## src/rtl/shift_norm_pkg.sv

```systemverilog
// Shared types and constants for the shift normalizer family.
// The normalizer FSM state and the operand-mode encodings live here.
package shift_norm_pkg;

    typedef enum logic [1:0] {
        IDLE = 2'd0,
        RUN  = 2'd1,
        DONE = 2'd2
    } norm_state_t;

    localparam logic MODE_UNSIGNED = 1'b0;
    localparam logic MODE_SIGNED   = 1'b1;

endpackage

```

## src/rtl/norm_window_check.sv

```systemverilog
// Combinational test for one binary-search stage: can y be shifted left by 2^k
// without losing significance (leading zeros unsigned, redundant sign bits signed)?
module norm_window_check
    import shift_norm_pkg::*;
#(
    parameter int D_SIZE = 16
) (
    input  logic [D_SIZE-1:0]         y,
    input  logic [$clog2(D_SIZE)-1:0] k,
    input  logic                      mode,
    output logic                      fire
);

    logic [D_SIZE-1:0] win;
    logic [D_SIZE-1:0] top_mask;
    logic [D_SIZE-1:0] sgn_mask;
    logic [D_SIZE-1:0] sgn_diff;

    always_comb begin
        win      = {{(D_SIZE-1){1'b0}}, 1'b1} << k;
        // top W bits for the zero test, top W+1 bits for the sign-equality test
        top_mask = ~({D_SIZE{1'b1}} >> win);
        sgn_mask = ~({D_SIZE{1'b1}} >> (win + {{(D_SIZE-1){1'b0}}, 1'b1}));
        sgn_diff = y ^ {D_SIZE{y[D_SIZE-1]}};
        if (mode == MODE_SIGNED) begin
            fire = ((sgn_diff & sgn_mask) == '0);
        end else begin
            fire = ((y & top_mask) == '0);
        end
    end

endmodule

```

## src/rtl/shift_normalizer.sv

```systemverilog
// Multi-cycle normalizer: binary search for the normalizing left shift, one
// stage per clock (largest first), with valid/ready on both sides.
module shift_normalizer
    import shift_norm_pkg::*;
#(
    parameter int D_SIZE = 16
) (
    input  logic                      clk_in,
    input  logic                      rst_n_in,
    input  logic [D_SIZE-1:0]         x_in,
    input  logic                      mode_in,
    input  logic                      valid_in,
    output logic                      ready_out,
    output logic [D_SIZE-1:0]         y_out,
    output logic [$clog2(D_SIZE)-1:0] s_out,
    output logic                      zf_out,
    output logic                      valid_out,
    input  logic                      ready_in
);

    localparam int L = $clog2(D_SIZE);

    norm_state_t       state_q, state_d;
    logic [D_SIZE-1:0] y_q, y_d;
    logic [L-1:0]      s_q, s_d;
    logic [L-1:0]      k_q, k_d;
    logic              mode_q, mode_d;
    logic              zf_q, zf_d;

    logic              fire;
    logic [D_SIZE-1:0] win;

    norm_window_check #(.D_SIZE(D_SIZE)) u_check (
        .y    (y_q),
        .k    (k_q),
        .mode (mode_q),
        .fire (fire)
    );

    always_comb begin
        state_d = state_q;
        y_d     = y_q;
        s_d     = s_q;
        k_d     = k_q;
        mode_d  = mode_q;
        zf_d    = zf_q;
        win     = {{(D_SIZE-1){1'b0}}, 1'b1} << k_q;
        case (state_q)
            IDLE: begin
                if (valid_in) begin
                    y_d     = x_in;
                    mode_d  = mode_in;
                    s_d     = '0;
                    zf_d    = (x_in == '0);
                    k_d     = L'(L - 1);
                    state_d = RUN;
                end
            end
            RUN: begin
                if (fire) begin
                    y_d      = y_q << win;
                    s_d[k_q] = 1'b1;
                end
                // fixed L-edge latency regardless of data
                if (k_q == '0) begin
                    state_d = DONE;
                end else begin
                    k_d = k_q - 1'b1;
                end
            end
            DONE: begin
                if (ready_in) begin
                    state_d = IDLE;
                end
            end
            default: state_d = IDLE;
        endcase
    end

    always_ff @(posedge clk_in or negedge rst_n_in) begin
        if (!rst_n_in) begin
            state_q <= IDLE;
            y_q     <= '0;
            s_q     <= '0;
            k_q     <= '0;
            mode_q  <= MODE_UNSIGNED;
            zf_q    <= 1'b0;
        end else begin
            state_q <= state_d;
            y_q     <= y_d;
            s_q     <= s_d;
            k_q     <= k_d;
            mode_q  <= mode_d;
            zf_q    <= zf_d;
        end
    end

    assign ready_out = (state_q == IDLE);
    assign valid_out = (state_q == DONE);
    assign y_out     = y_q;
    assign s_out     = s_q;
    assign zf_out    = zf_q;

endmodule

```

## config.mk

```make
export PLATFORM = sky130hd
export DESIGN_NAME = shift_normalizer
export DESIGN_NICKNAME = d
export VERILOG_FILES = /design/src/rtl/shift_norm_pkg.sv /design/src/rtl/norm_window_check.sv /design/src/rtl/shift_normalizer.sv
export SDC_FILE = /design/constraint.sdc
export NUM_CORES = 1
export LEC_CHECK = 0
export BUFFER_PORTS_ARGS = -buffer_cell sky130_fd_sc_hd__clkbuf_2
export CAP_MARGIN = 25
export CORE_ASPECT_RATIO = 0.7
export CORE_MARGIN = 5
export CORE_UTILIZATION = 45
export CTS_CLUSTER_DIAMETER = 120
export DETAILED_ROUTE_END_ITERATION = 6
export PLACE_DENSITY = 0.66
export SETUP_SLACK_MARGIN = 0.05
export SLEW_MARGIN = 20
export SYNTH_ARGS = -nofsm -noshare
export SYNTH_HDL_FRONTEND = slang
export SYNTH_SLANG_ARGS = --single-unit
```

## constraint.sdc

```tcl
create_clock -name clk_in -period 4.9 [get_ports clk_in]
set_input_delay 0.49 -clock clk_in [delete_from_list [all_inputs] [get_ports clk_in]]
set_output_delay 0.49 -clock clk_in [all_outputs]
set_load 0.05 [all_outputs]
```

# == Yosys cells after proc, flatten, opt, wreduce, memory -nomap -nowiden ==
# Index checks and enable logic that the tools add are counted.
# word_totals
ff_bits,28
in_bits,21
output_inout_bits,23
elab_cells,54
# op_classes
addsub,2
n_lt_le_gt_ge,2
eq_ne,7
n_shift,4
muxes,16
n_bitwise,6
reduce_logical,11
# op_table
op,count
zero test 16 bit,3
AND 16 bit,2
two-way mux 16 bit,2
inverter 16 bit,2
case mux 16 bit (2 select lines),1
right shift 16 x 16 -> 16 bit (first input constant),2
adder 16 x 1 -> 16 bit (second input constant),1
two-way mux 4 bit,4
case mux 4 bit (2 select lines),2
<< shifter 1 x 4 -> 16 bit (first input constant),1
<< shifter 16 x 16 -> 16 bit,1
bitwise XOR 16 bit,1
AND reduction 3 bit,3
!= test 2 bit (second input constant),4
two-way mux 2 bit,3
case mux 2 bit (3 select lines),1
greater-or-equal comparator 4 x 1 -> 1 bit (second input constant),1
zero test 4 bit,1
< comparator 4 x 3 -> 1 bit (second input constant),1
OR 4 bit,1
subtractor 4 x 1 -> 4 bit (second input constant),1
demux 1 bit (select 2 bit),1
equality test 2 x 1 -> 1 bit (second input constant),1
equality test 2 bit (second input constant),1
other kinds (6),7

# == Depth between registers and ports, before layout ==
# Gate-level depths: netlist of the first run.
# depth
depth_word,9
depth_mapped,16
depth_no_buf,12

# == Hierarchy ==
# Synthesis of the first run repeated with hierarchy kept, for this count alone.
# unflattened
cells_unflattened,300
area_unflattened_um2,2501.1
# modules_own_cells
module,instances,cells_per_inst,area_per_inst_um2,seq_area_each_um2
shift_normalizer,1,241,2108.3,700.7
norm_window_check,1,59,392.9,0.0

# == Least setup slack after synthesis of the first run ==
# No wires, ideal clock.
# synth_timing
path_kind,register to register
start,register k_q[0]
end,"register y_q[11], in the netlist y_out[11]"
setup_time_ps,128
t_arrival_ps,3740
t_required_ps,4772
setup_slack_ps,1032
path_stages_with_launch,17
path_buffers,4
period_less_slack_ps,3868
path_cell_list,dfrtp_1 -> inv_1 -> ha_1 -> buf_4 -> or3b_1 -> buf_2 -> inv_2 -> clkbuf_1 -> ha_1 -> nor4bb_1 -> a32oi_1 -> a22oi_1 -> o32ai_1 -> nor4_4 -> nor2_4 -> buf_6 -> mux2_1
# synth_between
elab_chain_len,9
word_cells_on_any_way,16
cone_classes,add/sub: 1; eq/ne: 1; shift: 4; mux: 3; bitwise: 4; reduce/logical: 3
# synth_rtl
item,line,rtl
"start, declared",shift_normalizer.sv:26,"logic [L-1:0] k_q, k_d;"
"start signal, assigned",shift_normalizer.sv:92,k_q <= k_d;
<< shifter 1 x 4 -> 16 bit (*),"norm_window_check.sv:20, shift_normalizer.sv:47",
adder 16 x 1 -> 16 bit,norm_window_check.sv:23,"sgn_mask = ~({D_SIZE{1'b1}} >> (win + {{(D_SIZE-1){1'b0}}, 1'b1}));"
right shift 16 x 16 -> 16 bit,norm_window_check.sv:23,
inverter 16 bit,norm_window_check.sv:23,
AND 16 bit,norm_window_check.sv:26,fire = ((sgn_diff & sgn_mask) == '0);
zero test 16 bit,norm_window_check.sv:26,
two-way mux 1 bit,norm_window_check.sv:25,if (mode == MODE_SIGNED) begin
!= test 2 bit (no source line),n/a,
AND reduction 3 bit (no source line),n/a,
"end signal, assigned",shift_normalizer.sv:90,y_q <= y_d;
"end, declared",shift_normalizer.sv:24,"logic [D_SIZE-1:0] y_q, y_d;"
# Mark *: on every way between the ends. The rest lies on a longest branch, timed or not. The select of a mux whose other input is x is not followed.
# A chain may end at the register's enable or synchronous reset.

# == Worst setup path after layout of the first run ==
# layout_timing
start,register k_q[0]
end,"register y_q[10], in the netlist y_out[10]"
# The elaborated chain is that of the path after synthesis.

==> flow_summary.toml, run 1 <==
[logic_synthesis]
synth_cell_types = 68
postSynthAreaPerCell_um2 = 8.21
netlist_instances = 338
synth-async-reset-ratio = 1.00
synth_edf_count = 0
ys_seq_elements = 28
synth-main-ff-cell = "dfrtp_1"
ys_warn_count = 0
mappedNetlistNets = 365
ys_seq_area_frac = 0.253
netlist_area_um2 = 2770

[global_routing]
antenna_found_initial = 0
grt_max_degree = 29
track_usage = 0.240
first_global_vias = 2769
grt-ovfl-total = 0
grt_pass1_wl_mm = 15.3

[place]
dp.cells = 435
place.gp.congestion = 0.970
dpl_cell_area_um2 = 3010
numPortBuffers = 43
post-place-ws_ns = 1.13
post-dp-hpwl_mm = 6.74

[route]
vias = 3056
vias_per_cell = 6.96
ant_nets = 0
firstDrtPassIters = 5
routedWlPerCell_um = 21.2
routed_wl_mm = 9.33
drt_iter0_drc = 454
drc = 0

[die]
initial_core_util = 0.475
io_pins = 44
core_um2 = 5840
die_h_um = 75.7
rows = 23
die_area_um2 = 7860
die_x_um = 104

[clock_network]
cts_tree = "built"
cts_buffer_depth = 2
post_cts_buffers = 0
hold_buffers = 0
clock_latency_ns = 0.28
numCtsBuffers = 3
cts.clk_slew.worst_paths_ns = 0.11
root_buffer = "clkbuf_8"
h-tree-depth = 1
cts_sinks = 28
cts_resized = 0

[cells_and_area]
syn_to_final_growth_pct = 11.1
multi_input_area_um2 = 1890
diodes = 0
seqCellArea_um2 = 701
layout.cells.non_filler = 439
fill_cells = 572
final_common_cell = "clkbuf_2"
fin_nets = 392
drive_gt1_frac = 0.220
final_cell_mix = "clkbuf_2 (43), nand2_1 (31), dfrtp_1 (28)"
design_area_um2 = 3080

[critical_path]
path_class = "reg -> reg"
cp-end-kind = "flop"
required_ns = 5.11
cp_max_fo = 14
cpMostUsedCell = "ha_1"
crit_chain = "inv_1 > ha_1 > or3b_1 > inv_2 > ha_1 > nor4bb_1 > a32oi_1 > a22oi_1 > o32ai_1 > nor4_4 > nor2_4 > buf_4 > mux2i_1"
cp_data_arrival_time_ns = 4.02
critPathMaxStageDelay_ns = 0.53
start_kind = "flop"
cpMaxStageDelayCell = "or3b_1"

[sta]
period_minus_slack_ns = 3.80
tightest_slew_ns = 0.796
slew_headroom = 0.470
fmax_ghz = 0.263
fin_crit_sh = 0.776
slew_violations = 0
final_hold_viol_count = 0
rsz0062_at_grt = "false"
tns_ns = 0
setup_violations = 0
setup_slack_ns = 1.10
finClkSkew_ns = 0.00743

[status]
status = "finished, final reports clean"

[worst_hold_path]
hold_path.class = "in -> async"

[job]
maxCapViolCount = 0
[registers in the layout (all words and copies together), names as in the netlist]
register	count
k_q	4
mode_q	1
y_out	16
zf_out	1
s_out	4
state_q	2
[worst max-delay path, delay by kind of cell (launching register included)]
kind	cells	cell delay [ns]
flops	1	0.43
compound gates	3	1.02
simple gates	4	1.11
buf+inv	3	0.52
mux	1	0.19
fa+ha+maj	2	0.46
[cell families (layout without fill, tap and decap cells)]
group | Yosys count | in the layout | share of synthesized area
AND/OR/NAND/NOR | 109 | 109 | 0.208
adder cells (fa/ha/maj) | 7 | 7 | 0.0307
XOR/XNOR | 6 | 6 | 0.0217
flip-flops | 28 | 28 | 0.253
multiplexers | 25 | 25 | 0.0956
buffers and inverters | 42 | 68 | 0.0663
AO/OA/AOI/OAI | 121 | 121 | 0.325
[cells in the mapped netlist (all sizes together), types with 2 or more instances]
| library cell | number | area [um^2] |
|---|---|---|
| nand3 | 8 | 40.0 |
| a221o | 4 | 40.0 |
| nand4 | 4 | 25.0 |
| a211oi | 4 | 35.0 |
| mux2 | 12 | 135 |
| dfrtp | 28 | 701 |
| o221ai | 2 | 17.5 |
| a2111oi | 3 | 45.1 |
| a22o | 7 | 61.3 |
| inv | 13 | 48.8 |
| o211ai | 6 | 45.0 |
| and3 | 4 | 25.0 |
| o41ai | 2 | 25.0 |
| a221oi | 6 | 52.6 |
| o21a | 3 | 22.5 |
| or3b | 3 | 26.3 |
| nand2 | 31 | 116 |
| a32oi | 2 | 17.5 |
| a21oi | 20 | 100 |
| a21o | 2 | 15.0 |
| o21ai | 16 | 80.1 |
| buf | 10 | 63.8 |
| o31ai | 7 | 57.6 |
| o22a | 2 | 17.5 |
| and2 | 3 | 18.8 |
| o22ai | 5 | 31.3 |
| nor2 | 22 | 90.1 |
| o2111ai | 2 | 17.5 |
| xnor2 | 5 | 51.3 |
| mux2i | 13 | 130 |
| o32ai | 3 | 26.3 |
| or2 | 4 | 25.0 |
| nor4 | 11 | 83.8 |
| clkbuf | 19 | 71.3 |
| nor3 | 10 | 50.1 |
| a22oi | 16 | 120 |
| nor2b | 2 | 12.5 |
| o21bai | 2 | 15.0 |
| nor3b | 2 | 26.3 |
| ha | 6 | 75.1 |
| nand2b | 2 | 12.5 |
[layout make-up]
class	count	area share
multi-input combinational	268	0.614
sequential	28	0.227
inverter	13	0.0158
clock buffer	3	0.0134
tap	75	0.0304
clock inverter	1	0.00974
timing repair buffer	51	0.0893
[final timing paths]
kind	to	depth (start not counted)	slack, ns	from
max	y_out[10]	13	1.10	k_q[0]
min	state_q[0]	1	0.26	rst_n_in
max reg2reg	y_out[10]	13	1.10	k_q[0]
min reg2reg	s_out[1]	2	0.49	s_out[1]
max in group asynchronous	k_q[1]	1	4.16	rst_n_in
min in group clk_in	mode_q	3	0.41	mode_in
[through the flow]
stage	util	hold slack [ns]
floorplan	-	0.194
global placement	0.515	0.466
detailed placement	0.515	0.469
CTS	0.527	0.293
global route	0.528	0.319
finish	0.528	0.264
[metal layers]
metal / GRT usage / up-vias / wire length (um)
li1: - / 1360 / -
met1: 0.365 / 1445 / 4070
met2: 0.331 / 229 / 3690
met3: 0.0745 / 22 / 1350
met4: 0.0532 / 0 / 227
met5: 0 / - / 0
Power of run 1 is left out: the tool's default activity adds up to more than one toggle a clock period on the data nets, which glitch-free logic cannot reach.
==> inputs of run 2 (changes only) <==
--- a/config.mk
+++ b/config.mk
@@ -5,6 +5,7 @@
 export SDC_FILE = /design/constraint.sdc
 export NUM_CORES = 1
 export LEC_CHECK = 0
+export ABC_AREA = 1
 export BUFFER_PORTS_ARGS = -buffer_cell sky130_fd_sc_hd__clkbuf_2
 export CAP_MARGIN = 25
 export CORE_ASPECT_RATIO = 0.7
@@ -12,7 +13,7 @@
 export CORE_UTILIZATION = 45
 export CTS_CLUSTER_DIAMETER = 120
 export DETAILED_ROUTE_END_ITERATION = 6
-export PLACE_DENSITY = 0.66
+export PLACE_DENSITY = 0.69
 export SETUP_SLACK_MARGIN = 0.05
 export SLEW_MARGIN = 20
 export SYNTH_ARGS = -nofsm -noshare
==> constraint.sdc (replaced) <==
create_clock -name clk_in -period 3.3 [get_ports clk_in]
set_input_delay 0.33 -clock clk_in [delete_from_list [all_inputs] [get_ports clk_in]]
set_output_delay 0.33 -clock clk_in [all_outputs]
set_load 0.05 [all_outputs]
==> run 2 against run 1 <==
Against the previous run:
- cell count is 22% higher
- global-route usage rose by 1.2 points
- non-clock buffer count did not move
- sequential share of layout area is 1.0 points higher
- routed wire length decreased by 2.4%
==> flow_summary.toml, run 2 <==
[clock_network]
cts_tree = "built"
cts_sinks = 28
numCtsBuffers = 3
root_buffer = "clkbuf_8"
clock_latency_ns = 0.28
cts_buffer_depth = 2
cts.clk_slew.worst_paths_ns = 0.10
h-tree-depth = 1

[critical_path]
cp_max_fo = 28
required_ns = 3.46
rr_startpoint = "k_q[0]"
worst-path-buf-inv = 2
critPathMaxStageDelay_ns = 0.44
cp-end-kind = "flop"
r2r-end = "y_out[4]"
r2r_slack_ns = 0.43
cpMaxStageDelayCell = "dfrtp_1"
crit_chain = "inv_1 > ha_1 > nand2_2 > inv_2 > ha_1 > nand3b_1 > nand2_1 > nor2_1 > nand3_1 > nand2_1 > nand2_1 > nor2_1 > nand3_1 > nand2_4 > nand2_8 > nand2_1 > o21ai_1"
cpMostUsedCell = "nand2_1"
cp_top_family = "simple AND/OR/NAND/NOR gates"
rr_worst_depth = 17
cp_data_arrival_time_ns = 3.03
path_class = "reg -> reg"
start_kind = "flop"

[route]
routed_wl_mm = 9.11
drt_iter0_drc = 304
vias = 3006
firstDrtPassIters = 5
ant_nets = 0
vias_per_cell = 5.63
drc = 0
routedWlPerCell_um = 17.1

[sta]
rsz0062_at_grt = "false"
fin_crit_sh = 0.871
setup_violations = 0
tns_ns = 0
fmax_ghz = 0.348
period_minus_slack_ns = 2.87
tightest_slew_ns = 1.16
slew_headroom = 0.228
finClkSkew_ns = 0.00957
slew_violations = 0
final_hold_viol_count = 0

[global_routing]
grt-ovfl-total = 0
grt_pass1_wl_mm = 14.7
grt_max_degree = 29
antenna_found_initial = 0
track_usage = 0.253
first_global_vias = 2763

[logic_synthesis]
yosys.area.top_type = "dfrtp_1"
synth.area.mux_share = 0
synth_edf_count = 0
synth_cell_types = 32
netlist_instances = 422
synthAdderAreaFrac = 0.0287
postSynthAreaPerCell_um2 = 6.19
synthSimpleGateAreaFrac = 0.424
synth_xor_xnor_area_share = 0.0268
yosysTopAreaCellShare = 0.268
ys_seq_elements = 28
synth-async-reset-ratio = 1.00
synth_top_family_by_area = "simple AND/OR/NAND/NOR gates"
synth_most_common_cell = "nand2_1"
ys_seq_area_frac = 0.268
synth_area_leaders = "dfrtp_1 (27%), nand2_1 (18%), nand3_1 (12%)"
netlist_area_um2 = 2610
mappedNetlistNets = 449
synth-compound-area-share = 0.166
ys_warn_count = 0
synth-main-ff-cell = "dfrtp_1"
synth_common_cells = "nand2_1 (124), nand3_1 (63), nor2_1 (37)"

[cells_and_area]
diodes = 0
final_cell_mix = "nand2_1 (123), nand3_1 (63), clkbuf_2 (43)"
final_common_cell = "nand2_1"
syn_to_final_growth_pct = 12.9
drive_gt1_frac = 0.146
finish.utilization = 0.521
fin_nets = 488
largest_reg_flops = 16

[status]
status = "finished, final reports clean"

[place]
place.gp.congestion = 0.978
numPortBuffers = 43
post-dp-hpwl_mm = 7.05

[die]
io_pins = 44
die_area_um2 = 7460
die_x_um = 101
core_um2 = 5670
initial_core_util = 0.461
die_h_um = 73.8
rows = 23

[job]
maxCapViolCount = 0

[worst_hold_path]
hold_path.class = "in -> async"
==> run 2: layer usage <==
metal	routed length (um)	track usage	vias to the layer above
met3	950	0.0598	6
met4	62	0.0442	0
li1	-	-	1495
met5	0	0	-
met1	4560	0.401	1343
met2	3530	0.343	162
==> run 2: worst max path at each step <==
stage            from  cells after the start  slack, ns  endpoint
6_report       k_q[0]                     17       0.43  y_out[4]
5_1_grt        k_q[0]                     17       0.12  y_out[4]
4_1_cts        k_q[0]                     17       0.37  y_out[4]
3_5_place_dp   k_q[0]                     17       0.39  y_out[4]
3_3_place_gp   k_q[0]                     17       0.52  y_out[6]
2_1_floorplan  k_q[0]                     19       0.55  y_out[0]
==> run 2: through the flow <==
| stage | cell area, um^2 | cells | setup WS [ns] | hold slack (ns) |
|---|---|---|---|---|
| finish | 2950 | 534 | 0.426 | 0.0934 |
| global route | 2950 | 534 | 0.118 | 0.148 |
| CTS | 2940 | 534 | 0.373 | 0.124 |
| detailed placement | 2890 | 531 | 0.390 | 0.431 |
| global placement | 2890 | 531 | 0.521 | 0.422 |
| floorplan | 2610 | 422 | 0.549 | 0.0344 |
==> run 2: timing repair <==
action                                  4_1_cts  5_1_grt
setup buffers                                 0        0
hold buffers                                  0        0
endpoints found under the setup margin        0       19
gates resized for setup                       0        3
==> run 2: final cells by class <==
class | count | area, um^2
clock buffers | 3 | 41.3
fillers | 614 | 2720
inverters | 37 | 139
multi-input cells | 340 | 1700
flip-flops and latches | 28 | 701
well taps | 75 | 93.8
repair buffers | 51 | 275
==> run 2: cells by family after synthesis <==
logic type / after synthesis
and+or+nand+nor: 251
AOI/OAI and AO/OA: 75
buffers and inverters: 54
xor gates and xnor gates: 8
DFF: 28
adders and majority gates: 6
==> run 2: worst register-to-register path, cell delays in order, from the launching register on <==
cell,delay (ns)
dfrtp_1,0.44
inv_1,0.13
ha_1,0.30
nand2_2,0.09
inv_2,0.06
ha_1,0.17
nand3b_1,0.15
nand2_1,0.09
nor2_1,0.20
nand3_1,0.13
nand2_1,0.08
nand2_1,0.05
nor2_1,0.10
nand3_1,0.17
nand2_4,0.22
nand2_8,0.16
nand2_1,0.13
o21ai_1,0.07
Power of run 2 is left out for the same reason.
